<file path="src/rtl/cpu_ctrl_pkg.sv">
// cpu_ctrl_pkg
// Shared definitions for the accumulator CPU control unit:
//   - datapath word width
//   - opcode constants for the 4-bit opcode field IR[15:12]
//   - SKIPCOND condition codes carried in IR[11:10]
//   - the sequencer state enumeration
//   - a helper that picks the state following a completed instruction
// Build option: CPU_CTRL_INDIRECT_EN adds the pointer-chase states used by
// ADDI/JUMPI. Without it those states do not exist.
package cpu_ctrl_pkg;

  localparam int DATA_W = 16;

  localparam logic [3:0] OP_LOAD     = 4'h1;
  localparam logic [3:0] OP_STORE    = 4'h2;
  localparam logic [3:0] OP_ADD      = 4'h3;
  localparam logic [3:0] OP_SUBT     = 4'h4;
  localparam logic [3:0] OP_HALT     = 4'h7;
  localparam logic [3:0] OP_SKIPCOND = 4'h8;
  localparam logic [3:0] OP_JUMP     = 4'h9;
  localparam logic [3:0] OP_CLEAR    = 4'hA;
  localparam logic [3:0] OP_ADDI     = 4'hB;
  localparam logic [3:0] OP_JUMPI    = 4'hC;

  localparam logic [1:0] SKIP_NEG   = 2'b00;
  localparam logic [1:0] SKIP_ZERO  = 2'b01;
  localparam logic [1:0] SKIP_POS   = 2'b10;
  localparam logic [1:0] SKIP_NEVER = 2'b11;

  typedef enum logic [3:0] {
    S_IDLE    = 4'd0,
    S_FETCH_A = 4'd1,
    S_FETCH_R = 4'd2,
    S_FETCH_L = 4'd3,
    S_DECODE  = 4'd4,
    S_OPER_R  = 4'd5,
    S_OPER_L  = 4'd6,
    S_STORE_W = 4'd7,
    S_HALTED  = 4'd8
`ifdef CPU_CTRL_INDIRECT_EN
    ,
    S_PTR_R   = 4'd9,
    S_PTR_L   = 4'd10
`endif
  } state_t;

  // An instruction boundary is the only place run is looked at.
  function automatic state_t boundary_state(input logic run);
    return run ? S_FETCH_A : S_IDLE;
  endfunction

endpackage

</file>
<file path="src/rtl/cpu_control_unit_acc_alu.sv">
// acc_alu
// Combinational accumulator arithmetic for the control unit.
//   a       : accumulator value (also the operand of the sign/zero tests)
//   b       : memory operand
//   sub     : 1 selects a-b, 0 selects a+b (both modulo 2^DATA_W)
//   result  : arithmetic result
//   is_neg  : a < 0 as a two's-complement value
//   is_zero : a == 0
//   is_pos  : a > 0 as a two's-complement value
module acc_alu #(
  parameter int DATA_W = 16
) (
  input  logic [DATA_W-1:0] a,
  input  logic [DATA_W-1:0] b,
  input  logic              sub,
  output logic [DATA_W-1:0] result,
  output logic              is_neg,
  output logic              is_zero,
  output logic              is_pos
);

  logic signed [DATA_W-1:0] a_s;
  logic signed [DATA_W-1:0] b_s;
  logic signed [DATA_W-1:0] res_s;

  assign a_s   = a;
  assign b_s   = b;
  // Carry/borrow out is dropped: the ISA has no flags.
  assign res_s = sub ? (a_s - b_s) : (a_s + b_s);
  assign result = res_s;

  assign is_neg  = a_s[DATA_W-1];
  assign is_zero = (a == '0);
  assign is_pos  = !is_neg && !is_zero;

endmodule

</file>
<file path="src/rtl/cpu_control_unit.sv">
// cpu_control_unit
// Fetch/decode/execute sequencer for the 16-bit accumulator CPU. Acts as
// initiator on a main-memory port whose read data is registered (valid the
// cycle after the address is presented). Holds PC, AC, IR, MAR and MBR and
// runs one instruction at a time.
//
// Ports:
//   clk       : clock, rising edge
//   reset     : asynchronous active-high reset
//   run       : level enable, sampled only at instruction boundaries
//   mem_addr  : zero-extended MAR
//   mem_wdata : MBR
//   mem_we    : write strobe, high only in STORE_W
//   mem_rdata : registered memory read data
//   halted    : high while in HALTED
//   pc, ac, ir: architectural registers
//
// Build option: define CPU_CTRL_INDIRECT_EN to enable ADDI (0xB) and JUMPI
// (0xC) with the PTR_R/PTR_L states; otherwise both opcodes are NOPs.
module cpu_control_unit
  import cpu_ctrl_pkg::*;
#(
  parameter int                ADDR_W   = 12,
  parameter logic [ADDR_W-1:0] RESET_PC = '0
) (
  input  logic              clk,
  input  logic              reset,
  input  logic              run,
  output logic [DATA_W-1:0] mem_addr,
  output logic [DATA_W-1:0] mem_wdata,
  output logic              mem_we,
  input  logic [DATA_W-1:0] mem_rdata,
  output logic              halted,
  output logic [ADDR_W-1:0] pc,
  output logic [DATA_W-1:0] ac,
  output logic [DATA_W-1:0] ir
);

  state_t state;
  state_t state_nxt;

  logic [ADDR_W-1:0] mar;
  logic [DATA_W-1:0] mbr;

  logic [3:0]        opcode;
  logic [ADDR_W-1:0] x_addr;
  logic [1:0]        cond;
  logic [ADDR_W-1:0] pc_inc;

  logic [DATA_W-1:0] alu_result;
  logic              ac_neg;
  logic              ac_zero;
  logic              ac_pos;
  logic              skip_taken;

  assign opcode = ir[15:12];
  assign x_addr = ir[ADDR_W-1:0];
  assign cond   = ir[11:10];
  assign pc_inc = pc + 1'b1;

  acc_alu #(
    .DATA_W (DATA_W)
  ) u_alu (
    .a       (ac),
    .b       (mem_rdata),
    .sub     (opcode == OP_SUBT),
    .result  (alu_result),
    .is_neg  (ac_neg),
    .is_zero (ac_zero),
    .is_pos  (ac_pos)
  );

  always_comb begin
    skip_taken = 1'b0;
    case (cond)
      SKIP_NEG:   skip_taken = ac_neg;
      SKIP_ZERO:  skip_taken = ac_zero;
      SKIP_POS:   skip_taken = ac_pos;
      SKIP_NEVER: skip_taken = 1'b0;
      default:    skip_taken = 1'b0;
    endcase
  end

  always_comb begin
    mem_addr = '0;
    mem_addr[ADDR_W-1:0] = mar;
  end

  assign mem_wdata = mbr;

  // State register
  always_ff @(posedge clk or posedge reset) begin
    if (reset) begin
      state <= S_IDLE;
    end else begin
      state <= state_nxt;
    end
  end

  // Next state and state-decoded outputs; mem_we follows state directly so
  // an asynchronous reset drops it before the next edge.
  always_comb begin
    state_nxt = state;
    mem_we    = 1'b0;
    halted    = 1'b0;
    case (state)
      S_IDLE: begin
        if (run) begin
          state_nxt = S_FETCH_A;
        end
      end
      S_FETCH_A: state_nxt = S_FETCH_R;
      S_FETCH_R: state_nxt = S_FETCH_L;
      S_FETCH_L: state_nxt = S_DECODE;
      S_DECODE: begin
        case (opcode)
          OP_LOAD, OP_ADD, OP_SUBT: state_nxt = S_OPER_R;
          OP_STORE:                 state_nxt = S_STORE_W;
          OP_HALT:                  state_nxt = S_HALTED;
`ifdef CPU_CTRL_INDIRECT_EN
          OP_ADDI:                  state_nxt = S_PTR_R;
          OP_JUMPI:                 state_nxt = S_OPER_R;
`endif
          default:                  state_nxt = boundary_state(run);
        endcase
      end
      S_OPER_R: state_nxt = S_OPER_L;
      S_OPER_L: state_nxt = boundary_state(run);
      S_STORE_W: begin
        mem_we    = 1'b1;
        state_nxt = boundary_state(run);
      end
`ifdef CPU_CTRL_INDIRECT_EN
      S_PTR_R: state_nxt = S_PTR_L;
      S_PTR_L: state_nxt = S_OPER_R;
`endif
      S_HALTED: begin
        halted    = 1'b1;
        state_nxt = S_HALTED;
      end
      default: state_nxt = S_IDLE;
    endcase
  end

  // Architectural and memory-interface registers
  always_ff @(posedge clk or posedge reset) begin
    if (reset) begin
      pc  <= RESET_PC;
      ac  <= '0;
      ir  <= '0;
      mar <= '0;
      mbr <= '0;
    end else begin
      case (state)
        S_FETCH_A: begin
          mar <= pc;
        end
        S_FETCH_L: begin
          ir <= mem_rdata;
          pc <= pc_inc;
        end
        S_DECODE: begin
          // MBR is loaded for every instruction; only STORE consumes it.
          mar <= x_addr;
          mbr <= ac;
          case (opcode)
            OP_JUMP:  pc <= x_addr;
            OP_CLEAR: ac <= '0;
            OP_SKIPCOND: begin
              if (skip_taken) begin
                pc <= pc_inc;
              end
            end
            default: ;
          endcase
        end
        S_OPER_L: begin
          case (opcode)
            OP_LOAD:          ac <= mem_rdata;
            OP_ADD, OP_SUBT:  ac <= alu_result;
`ifdef CPU_CTRL_INDIRECT_EN
            OP_ADDI:          ac <= alu_result;
            OP_JUMPI:         pc <= mem_rdata[ADDR_W-1:0];
`endif
            default: ;
          endcase
        end
`ifdef CPU_CTRL_INDIRECT_EN
        S_PTR_L: begin
          // Second hop of ADDI: the fetched word becomes the operand address.
          mar <= mem_rdata[ADDR_W-1:0];
        end
`endif
        default: ;
      endcase
    end
  end

endmodule

</file>
<file path="config.mk">
export PLATFORM = sky130hd
export DESIGN_NAME = cpu_control_unit
export DESIGN_NICKNAME = d
export VERILOG_FILES = /design/src/rtl/cpu_ctrl_pkg.sv /design/src/rtl/cpu_control_unit_acc_alu.sv /design/src/rtl/cpu_control_unit.sv
export SDC_FILE = /design/constraint.sdc
export NUM_CORES = 1
export LEC_CHECK = 0
export BUFFER_PORTS_ARGS = -buffer_cell sky130_fd_sc_hd__buf_4
export CORE_MARGIN = 3
export CORE_UTILIZATION = 57
export CTS_BUF_LIST = sky130_fd_sc_hd__clkbuf_8
export DETAILED_ROUTE_END_ITERATION = 12
export HOLD_SLACK_MARGIN = 0.05
export PLACE_DENSITY = 0.83
export SYNTH_ARGS = -nofsm -noshare
export SYNTH_HDL_FRONTEND = slang
export SYNTH_SLANG_ARGS = --single-unit
</file>
<file path="constraint.sdc">
create_clock -name clk -period 4 [get_ports clk]
set_input_delay 0.6 -clock clk [delete_from_list [all_inputs] [get_ports clk]]
set_output_delay 0.6 -clock clk [all_outputs]
set_load 0.1 [all_outputs]
</file>
==> results of run 1 <==
layout make-up:
| class | instances | area (µm²) | share of cell area, % |
|---|---|---|---|
| timing repair buffer | 100 | 750.7 | 13.33 |
| multi-input combinational | 370 | 2577 | 45.77 |
| clock buffer | 9 | 123.9 | 2.200 |
| tap | 102 | 127.6 | 2.266 |
| inverter | 15 | 56.30 | 0.9998 |
| sequential | 76 | 1903 | 33.79 |
| clock inverter | 7 | 92.59 | 1.644 |
worst max-delay path by stage:
stage	from	end	slack, ns
global placement	mem_rdata[4]	ac[15]	0.25
detailed placement	mem_rdata[4]	ac[15]	0.20
finish	ir[13]	ac[15]	0.49
floorplan	ir[12]	ac[15]	0.09
CTS	ir[13]	ac[15]	0.53
global route	ir[13]	ac[15]	0.29
registers in the layout, summed over array words and instances, names as in the netlist:
register / flops
mar: 12
state: 4
ir: 16
mem_wdata: 16
ac: 16
pc: 12
metrics by stage:
| stage | setup WS [ns] | area (µm²) | util, % |
|---|---|---|---|
| after global placement | 0.2470 | 5415 | 69.36 |
| after detailed placement | 0.1966 | 5415 | 69.36 |
| final | 0.4888 | 5632 | 72.13 |
| after CTS | 0.5309 | 5632 | 72.13 |
| after global routing | 0.2895 | 5632 | 72.13 |
| after floorplan | 0.09025 | 4663 | - |
routing by layer:
layer	part of all wire [%]	global-route usage (%)	vias to the layer above	wire (µm)
li1	-	-	1936	-
met1	42	36.93	1997	5392
met2	49	46.29	170	6286
met3	5.9	4.300	29	751
met4	3.0	13.51	0	381
met5	0	0	-	0
worst max-delay path: cells and delay by family, from the launching register on:
kind            cells  cell delay (ns)
compound gates      4             0.90
xor+xnor            1             0.14
fa+ha+maj           1             0.31
flops               1             0.51
simple gates        5             1.56
cells by family (layout without fill, tap and decap cells):
| logic type | count (synthesis) | after routing | synth area share [%] |
|---|---|---|---|
| AOI/OAI and AO/OA | 134 | 134 | 17.67 |
| and+or+nand+nor | 134 | 134 | 14.71 |
| DFF | 76 | 76 | 40.95 |
| muxes | 50 | 50 | 11.64 |
| buffers and inverters | 44 | 131 | 4.283 |
| xor gates and xnor gates | 30 | 30 | 5.657 |
| adders and majority gates | 18 | 18 | 5.011 |
| other | 1 | 4 | 0.08074 |
cells in the final DEF, fill, tap and decap left out, drive strengths merged, types with 5 or more instances in the layout:
cell,synthesis,final
buf,18,100
dfrtp,76,76
a21oi,44,44
nand2,40,40
o21ai,40,40
mux2,32,32
nor2,31,31
xnor2,22,22
mux2i,18,18
ha,17,17
inv,15,16
nand3,10,10
clkbuf,11,9
xor2,8,8
a21o,8,8
nor3,8,8
nor4,7,7
nand2b,7,7
a22oi,7,7
a31oi,5,5
and3,5,5
==> flow_metrics.py, run 1 <==
metrics = {
    "outcome": {
        "outcome": "finished clean",
    },
    "clock_tree": {
        "postCtsSetupRepairBufs": 0,
        "cts_sinks": 76,
        "postCtsHoldBufs": 0,
        "cts_tree": "done",
        "clockBufferDepth": 2,
        "cts_resized": 0,
        "numCtsBuffers": 9,
        "cts-root-buf": "clkbuf_8",
        "htreeDepth": 3,
        "clk-insertion-delay-late_ns": 0.36,
        "clk_pin_slew_ns": 0.09,
    },
    "global_route": {
        "grt_pass1_vias": 3874,
        "gr-total-overflow": 0,
        "grt_max_degree": 34,
        "antenna_found_initial": 0,
        "grt_pass1_wl_um": 19910,
        "track_usage_pct": 28.41,
    },
    "final_layout": {
        "antenna_cells": 0,
        "area_growth_pct": 21.26,
        "drive_above_1_share_pct": 27.73,
        "num-nets-final": 609,
        "fillCellCount": 570,
        "fin_cells": 679,
    },
    "critical_path": {
        "r2r_slack_ns": 0.49,
        "worstPathMaxFanout": 15,
        "arrival_ns": 3.78,
        "cp-end-kind": "register",
        "r2r_cells": 11,
        "path_cells": "nor2_1, and3_1, a21o_1, xnor2_1, ha_1, and2_1, a221o_1, or4_1, a31o_1, and3_1, o31ai_2",
        "timing.rr.end": "ac[15]",
        "cp_slowest_stage_delay_ns": 0.54,
        "cp.required_ns": 4.27,
        "start_kind": "register",
        "worst_path_most_repeated_cell": "and3_1",
        "slowest_stage": "and3_1",
        "critical_path_class": "register to register",
        "crit-reg2reg-launch": "ir[13]",
    },
    "yosys": {
        "netlist_instances": 487,
        "synthFlopType": "dfrtp_1",
        "ys_top_cells_by_area": "dfrtp_1 (41%), mux2_2 (7.8%), a21oi_1 (4.6%)",
        "synth.most_common_cell": "dfrtp_1",
        "synth.largest_area_cell": "dfrtp_1",
        "yosys_register_bits": 76,
        "yosysTopAreaCellShare_pct": 40.95,
        "synth_warnings": 0,
        "synth_common_cells": "dfrtp_1 (76), a21oi_1 (43), nand2_1 (40)",
        "synth_async_sr_flop_share_pct": 100.0,
        "syn_area_per_cell_um2": 9.537,
        "seq_area_frac_synth_pct": 40.95,
        "netlist_area_um2": 4644,
        "ys_types": 61,
        "synth_edf_count": 0,
    },
    "sta": {
        "hold_viol": 0,
        "holdWs_ns": 0.3360,
        "finalSetupViolCount": 0,
        "fin_crit_ns": 3.511,
        "period_share_pct": 87.78,
        "skew_ns": 0.01224,
        "setup_tns_ns": 0,
        "max_freq_ghz": 0.2848,
        "slew_headroom_pct": 49.48,
        "drv_slew": 0,
        "tightest_slew_ns": 0.7560,
        "rsz0062_at_grt": "false",
    },
    "worst_hold_path": {
        "hold_class": "primary input to asynchronous set/reset pin",
    },
    "detailed_routing": {
        "routed_wirelength_um": 12810,
        "drtPass1Iterations": 5,
        "avgViaCountPerCell": 6.085,
        "vias": 4132,
        "drt_iter0_markers": 213,
        "drc": 0,
        "drt-wirelength-per-cell_um": 18.87,
        "postRouteAntennaNets": 0,
    },
    "placed_design": {
        "dp_hpwl_um": 9454,
        "io_buffers": 92,
        "place_inst": 663,
        "gp_congestion": 0.9429,
    },
    "die": {
        "initial_core_util_pct": 59.49,
        "die_x_um": 96.27,
        "core_area_um2": 7807,
        "dieArea_um2": 9267,
        "die_y_um": 96.27,
        "rows": 32,
        "pin_count": 97,
    },
    "job": {
        "drv_cap": 0,
    },
}
Power of run 1 is not shown: default switching activity piles up to over one toggle a cycle in this logic, so the estimate is an artifact.
==> run 2, diff against run 1 <==
--- a/config.mk
+++ b/config.mk
@@ -5,9 +5,10 @@
 export SDC_FILE = /design/constraint.sdc
 export NUM_CORES = 1
 export LEC_CHECK = 0
+export ABC_AREA = 1
 export BUFFER_PORTS_ARGS = -buffer_cell sky130_fd_sc_hd__buf_4
 export CORE_MARGIN = 3
-export CORE_UTILIZATION = 57
+export CORE_UTILIZATION = 58
 export CTS_BUF_LIST = sky130_fd_sc_hd__clkbuf_8
 export DETAILED_ROUTE_END_ITERATION = 12
 export HOLD_SLACK_MARGIN = 0.05
==> run 2 against run 1 <==
Effect of this change:
- non-clock buffer count decreased by 5
- count of clock-buffer cells in the layout unchanged
- cell count increased by 34%
- flip-flop and latch count unchanged
- area after synthesis increased by 7.7%
- utilization decreased by 0.82 points
==> flow_metrics.py, run 2 <==
metrics = {
    "outcome": {
        "outcome": "finished clean",
    },
    "critical_path": {
        "slowest_stage": "dfrtp_1",
        "r2r_cells": 17,
        "crit_buf_inv": 3,
        "start_kind": "register",
        "cp_slowest_stage_delay_ns": 0.56,
        "worstPathMaxFanout": 13,
        "critical_path_class": "register to register",
        "crit_family": "simple AND/OR/NAND/NOR gates",
        "r2r_slack_ns": 1.01,
        "path_cells": "nor2_1, nand2_2, inv_2, a21oi_1, xor2_1, inv_1, ha_1, nand2_1, inv_1, a21oi_1, nand2_1, nand2_1, nand2_1, nand2_1, nand3_1, nand2_1, nand2_1",
        "arrival_ns": 3.24,
        "worst_path_most_repeated_cell": "nand2_1",
        "crit-reg2reg-launch": "ir[12]",
        "cp-end-kind": "register",
        "cp.required_ns": 4.25,
        "timing.rr.end": "ac[15]",
    },
    "sta": {
        "drv_slew": 0,
        "setup_tns_ns": 0,
        "slew_headroom_pct": 46.77,
        "tightest_slew_ns": 0.7974,
        "rsz0062_at_grt": "false",
        "skew_ns": 0.01374,
        "fin_crit_ns": 2.994,
        "period_share_pct": 74.86,
        "max_freq_ghz": 0.3340,
        "hold_viol": 0,
        "finalSetupViolCount": 0,
    },
    "die": {
        "pin_count": 97,
        "die_y_um": 98.87,
        "die_x_um": 98.87,
        "initial_core_util_pct": 60.27,
        "core_area_um2": 8299,
        "rows": 33,
        "dieArea_um2": 9775,
    },
    "clock_tree": {
        "postCtsHoldBufs": 0,
        "cts_sinks": 76,
        "postCtsSetupRepairBufs": 0,
        "cts-root-buf": "clkbuf_8",
        "numCtsBuffers": 9,
        "cts_tree": "done",
        "cts_resized": 0,
        "htreeDepth": 3,
        "clockBufferDepth": 2,
        "clk-insertion-delay-late_ns": 0.36,
        "clk_pin_slew_ns": 0.09,
    },
    "yosys": {
        "synth.most_common_cell": "nand2_1",
        "ys_types": 38,
        "synth_warnings": 0,
        "synth_common_cells": "nand2_1 (211), inv_1 (84), dfrtp_1 (76)",
        "synth_async_sr_flop_share_pct": 100.0,
        "yosys_register_bits": 76,
        "seq_area_frac_synth_pct": 38.02,
        "yosysTopAreaCellShare_pct": 38.02,
        "synthFlopType": "dfrtp_1",
        "synth.largest_area_cell": "dfrtp_1",
        "syn_area_per_cell_um2": 6.996,
        "ys_top_cells_by_area": "dfrtp_1 (38%), nand2_1 (16%), inv_1 (6.3%)",
        "synth_edf_count": 0,
        "netlist_area_um2": 5002,
        "netlist_instances": 715,
    },
    "detailed_routing": {
        "vias": 5158,
        "drtPass1Iterations": 5,
        "routed_wirelength_um": 14890,
        "drt-wirelength-per-cell_um": 16.39,
        "avgViaCountPerCell": 5.674,
        "drc": 0,
        "drt_iter0_markers": 509,
        "postRouteAntennaNets": 0,
    },
    "global_route": {
        "grt_max_degree": 54,
        "track_usage_pct": 31.02,
        "antenna_found_initial": 0,
        "gr-total-overflow": 0,
        "grt_pass1_vias": 4751,
        "grt_pass1_wl_um": 24330,
    },
    "final_layout": {
        "num-nets-final": 836,
        "fillCellCount": 678,
        "final_common_cell": "nand2_1",
        "antenna_cells": 0,
        "drive_above_1_share_pct": 17.66,
        "area_growth_pct": 18.31,
        "final_cell_mix": "nand2_1 (211), buf_4 (95), inv_1 (83), dfrtp_1 (76), o21ai_0 (55)",
    },
    "worst_hold_path": {
        "hold_class": "primary input to asynchronous set/reset pin",
    },
    "job": {
        "drv_cap": 0,
    },
    "placed_design": {
        "io_buffers": 92,
        "gp_congestion": 0.9792,
        "dp_hpwl_um": 11310,
    },
}
==> run 2: worst max-delay path by stage <==
stage          endpoint    startpoint  cells past startpoint
2_1_floorplan    halted      state[1]                      3
3_3_place_gp     ac[15]  mem_rdata[0]                     20
3_5_place_dp     ac[15]  mem_rdata[0]                     20
4_1_cts          ac[15]        ir[12]                     17
5_1_grt          ac[15]        ir[12]                     17
6_report         ac[15]        ir[12]                     17
==> run 2: metrics by stage <==
step | hold slack, ns | cell area (µm²) | cells | util (%) | setup slack (ns)
finish | 0.3154 | 5918 | 909 | 71.31 | 1.006
global route | 0.3649 | 5918 | 909 | 71.31 | 0.7524
detailed placement | 0.4705 | 5714 | 893 | 68.85 | 0.9085
CTS | 0.3279 | 5918 | 909 | 71.31 | 1.103
global placement | 0.4565 | 5714 | 893 | 68.85 | 0.9424
floorplan | 0.5303 | 5014 | 718 | - | 0.7628
==> run 2: worst register-to-register path, delay by kind of cell, from the launching register on <==
family | cells | cell delay, ns
fa+ha+maj | 1 | 0.32
compound gates | 2 | 0.44
buf+inv | 3 | 0.29
flops | 1 | 0.56
xor+xnor | 1 | 0.16
simple gates | 10 | 1.13
==> run 2: cell type report <==
class	instances	area, µm²	share of cell area (%)
Multi-Input combinational cell	520	2604	44.00
Tap cell	105	131.4	2.220
Clock inverter	7	80.08	1.353
Timing Repair Buffer	95	713.2	12.05
Sequential cell	76	1902	32.14
Clock buffer	9	123.9	2.093
Inverter	97	364.1	6.152
==> run 2: per-layer routing <==
layer	GRT usage, %	share of wire (%)	up-vias
li1	-	-	2465
met1	47.05	44	2389
met2	46.18	44	272
met3	4.388	10	32
met4	9.034	2.0	0
met5	0	0	-
==> run 2: kinds of logic after synthesis <==
logic type / after synthesis / share of synthesized area, %
compound gates: 136 / 15.06
xor+xnor: 15 / 2.626
fa+ha+maj: 18 / 4.652
buf+inv: 122 / 10.15
flops: 76 / 38.02
other cells: 1 / 0.07497
simple gates: 347 / 29.41
Power of run 2 is left out for the same reason.
==> run 3, diff against run 2 <==
--- a/config.mk
+++ b/config.mk
@@ -5,14 +5,14 @@
 export SDC_FILE = /design/constraint.sdc
 export NUM_CORES = 1
 export LEC_CHECK = 0
-export ABC_AREA = 1
+export ABC_AREA = 0
 export BUFFER_PORTS_ARGS = -buffer_cell sky130_fd_sc_hd__buf_4
 export CORE_MARGIN = 3
-export CORE_UTILIZATION = 58
+export CORE_UTILIZATION = 52
 export CTS_BUF_LIST = sky130_fd_sc_hd__clkbuf_8
 export DETAILED_ROUTE_END_ITERATION = 12
 export HOLD_SLACK_MARGIN = 0.05
-export PLACE_DENSITY = 0.83
+export PLACE_DENSITY = 0.79
 export SYNTH_ARGS = -nofsm -noshare
 export SYNTH_HDL_FRONTEND = slang
 export SYNTH_SLANG_ARGS = --single-unit
==> constraint.sdc (replaced) <==
create_clock -name clk -period 2.7 [get_ports clk]
set_input_delay 0.405 -clock clk [delete_from_list [all_inputs] [get_ports clk]]
set_output_delay 0.405 -clock clk [all_outputs]
set_load 0.1 [all_outputs]
==> run 3 against run 2 <==
Effect of this change:
- the flow now finishes with violations (setup timing)
- cell area increased by 9.3%
- clock skew decreased by 0.0013 ns
- utilization increased by 5.5 points
- critical path depth decreased by 5
- wire length decreased by 4.1%
- setup slack got worse by 1.3 ns
- flip-flop and latch count unchanged
- die area increased by 3.3%
- register-to-register slack got worse by 1.2 ns
- hold slack got worse by 0.20 ns
- largest cell class unchanged
==> flow_metrics.py, run 3 (synthesized netlist as in run 1, its figures left out) <==
metrics = {
    "detailed_routing": {
        "avgViaCountPerCell": 6.084,
        "drt_iter0_markers": 441,
        "postRouteAntennaNets": 0,
        "drc": 0,
        "drtPass1Iterations": 5,
        "vias": 4563,
        "routed_wirelength_um": 14290,
        "drt-wirelength-per-cell_um": 19.05,
    },
    "global_route": {
        "grt_max_degree": 77,
        "grt_pass1_vias": 4374,
        "gr-total-overflow": 0,
        "antenna_found_initial": 0,
        "track_usage_pct": 27.86,
        "grt_pass1_wl_um": 22200,
    },
    "outcome": {
        "failed_checks": "setup timing",
        "outcome": "finished, violations left",
    },
    "die": {
        "initial_core_util_pct": 55.14,
        "die_x_um": 100.5,
        "pin_count": 97,
        "core_area_um2": 8423,
        "dieArea_um2": 10100,
        "rows": 33,
        "die_y_um": 100.5,
    },
    "clock_tree": {
        "cts-root-buf": "clkbuf_8",
        "clockBufferDepth": 2,
        "clk-insertion-delay-late_ns": 0.35,
        "cts_sinks": 76,
        "numCtsBuffers": 9,
        "clk_pin_slew_ns": 0.09,
        "htreeDepth": 3,
        "cts_tree": "done",
    },
    "worst_hold_path": {
        "hold_class": "primary input to asynchronous set/reset pin",
    },
    "job": {
        "drv_cap": 0,
    },
    "sta": {
        "tightest_slew_ns": 0.9043,
        "rsz0062_at_grt": "true",
        "fin_crit_ns": 2.945,
        "max_freq_ghz": 0.3395,
        "setup_slack_ns": -0.2454,
        "hold_viol": 0,
        "finalSetupViolCount": 8,
        "holdWs_ns": 0.1190,
        "period_share_pct": 109.1,
        "slew_headroom_pct": 39.05,
        "skew_ns": 0.01242,
        "drv_slew": 0,
    },
    "final_layout": {
        "num-nets-final": 677,
        "drive_above_1_share_pct": 41.09,
        "final_cell_mix": "buf_4 (156), dfrtp_1 (72), nand2_1 (40), a21oi_1 (35), mux2_2 (31)",
        "area_growth_pct": 39.22,
        "final_common_cell": "buf_4",
        "antenna_cells": 0,
    },
    "critical_path": {
        "slowest_stage": "or4_4",
        "worst_path_most_repeated_cell": "or4_4",
        "start_kind": "primary input",
        "crit-reg2reg-launch": "ir[12]",
        "r2r_cells": 12,
        "path_cells": "buf_6, or4_4, nor3_4, a21o_1, xnor2_1, ha_1, and2_4, a221o_1, or4_4, a31o_1, a21oi_2, o31ai_4",
        "r2r_slack_ns": -0.24,
        "cp.required_ns": 2.93,
        "cp_slowest_stage_delay_ns": 0.55,
        "cp-end-kind": "register",
        "critical_path_class": "primary input to register",
        "timing.rr.end": "ac[15]",
        "worstPathMaxFanout": 3,
        "arrival_ns": 3.18,
    },
    "placed_design": {
        "io_buffers": 92,
        "dp_hpwl_um": 9919,
        "gp_congestion": 0.9203,
    },
}
==> run 3: changes by cell type in the layout (fill, tap and decap cells not counted), moves of 18 or more <==
cell	delta
nand2_1	-171
inv_1	-70
buf_4	+61
o21ai_0	-42
nand3_1	-40
mux2_2	+31
nor2_1	-25
mux2i_1	+18
==> run 3: how the worst max path moves through the flow <==
stage                 start     end  slack [ns]  depth (start not counted)
4_1_cts        mem_rdata[7]  ac[15]       -0.27                         12
3_5_place_dp   mem_rdata[4]  ac[15]       -0.63                         12
2_1_floorplan        ir[12]  ac[15]       -0.66                         14
3_3_place_gp   mem_rdata[4]  ac[15]       -0.59                         12
5_1_grt              ir[12]  ac[15]       -0.36                         11
6_report       mem_rdata[7]  ac[15]       -0.25                         12
==> run 3: routing by layer <==
layer | part of all wire, % | global-route usage, % | vias up | wire length, µm
met3 | 7.4 | 5.813 | 48 | 1063
met1 | 41 | 35.10 | 2228 | 5794
li1 | - | - | 2054 | -
met4 | 3.0 | 11.71 | 0 | 435
met2 | 49 | 46.53 | 233 | 6992
met5 | 0 | 0 | - | 0
==> run 3: critical path: cells and delay by family <==
family | cells | cell delay (ns)
simple gates | 4 | 1.29
compound gates | 5 | 0.99
fa+ha+maj | 1 | 0.31
buf+inv | 1 | 0.09
xor+xnor | 1 | 0.08
==> run 3: through the flow <==
step / cells / TNS, ns / utilization, % / cell area [µm²] / worst slack, ns
after CTS: 747 / -0.4851 / 75.36 / 6347 / -0.2685
final: 750 / -0.8132 / 76.77 / 6466 / -0.2454
after floorplan: 490 / -2.865 / - / 4766 / -0.6630
after global placement: 723 / -2.099 / 70.42 / 5932 / -0.5899
after global routing: 750 / -1.765 / 76.77 / 6466 / -0.3647
after detailed placement: 723 / -2.510 / 70.42 / 5932 / -0.6294
==> run 3: area by class of cell <==
class                   instances  area (µm²)
multi-input cells             370        2814
fillers                       573        1957
flip-flops and latches         76        1907
repair buffers                168        1324
clock buffers                  10       137.6
well taps                     105       131.4
clock inverters                 6       96.34
inverters                      15       56.30
==> run 3: timing repair <==
action | 4_1_cts | 5_1_grt
endpoints found under the setup margin | 7 | 10
buffers inserted | 8 | 4
pin swaps | 21 | 21
cloned | 0 | 0
gates resized for setup | 24 | 22
hold buffers | 0 | 0
Power of run 3 is left out for the same reason.
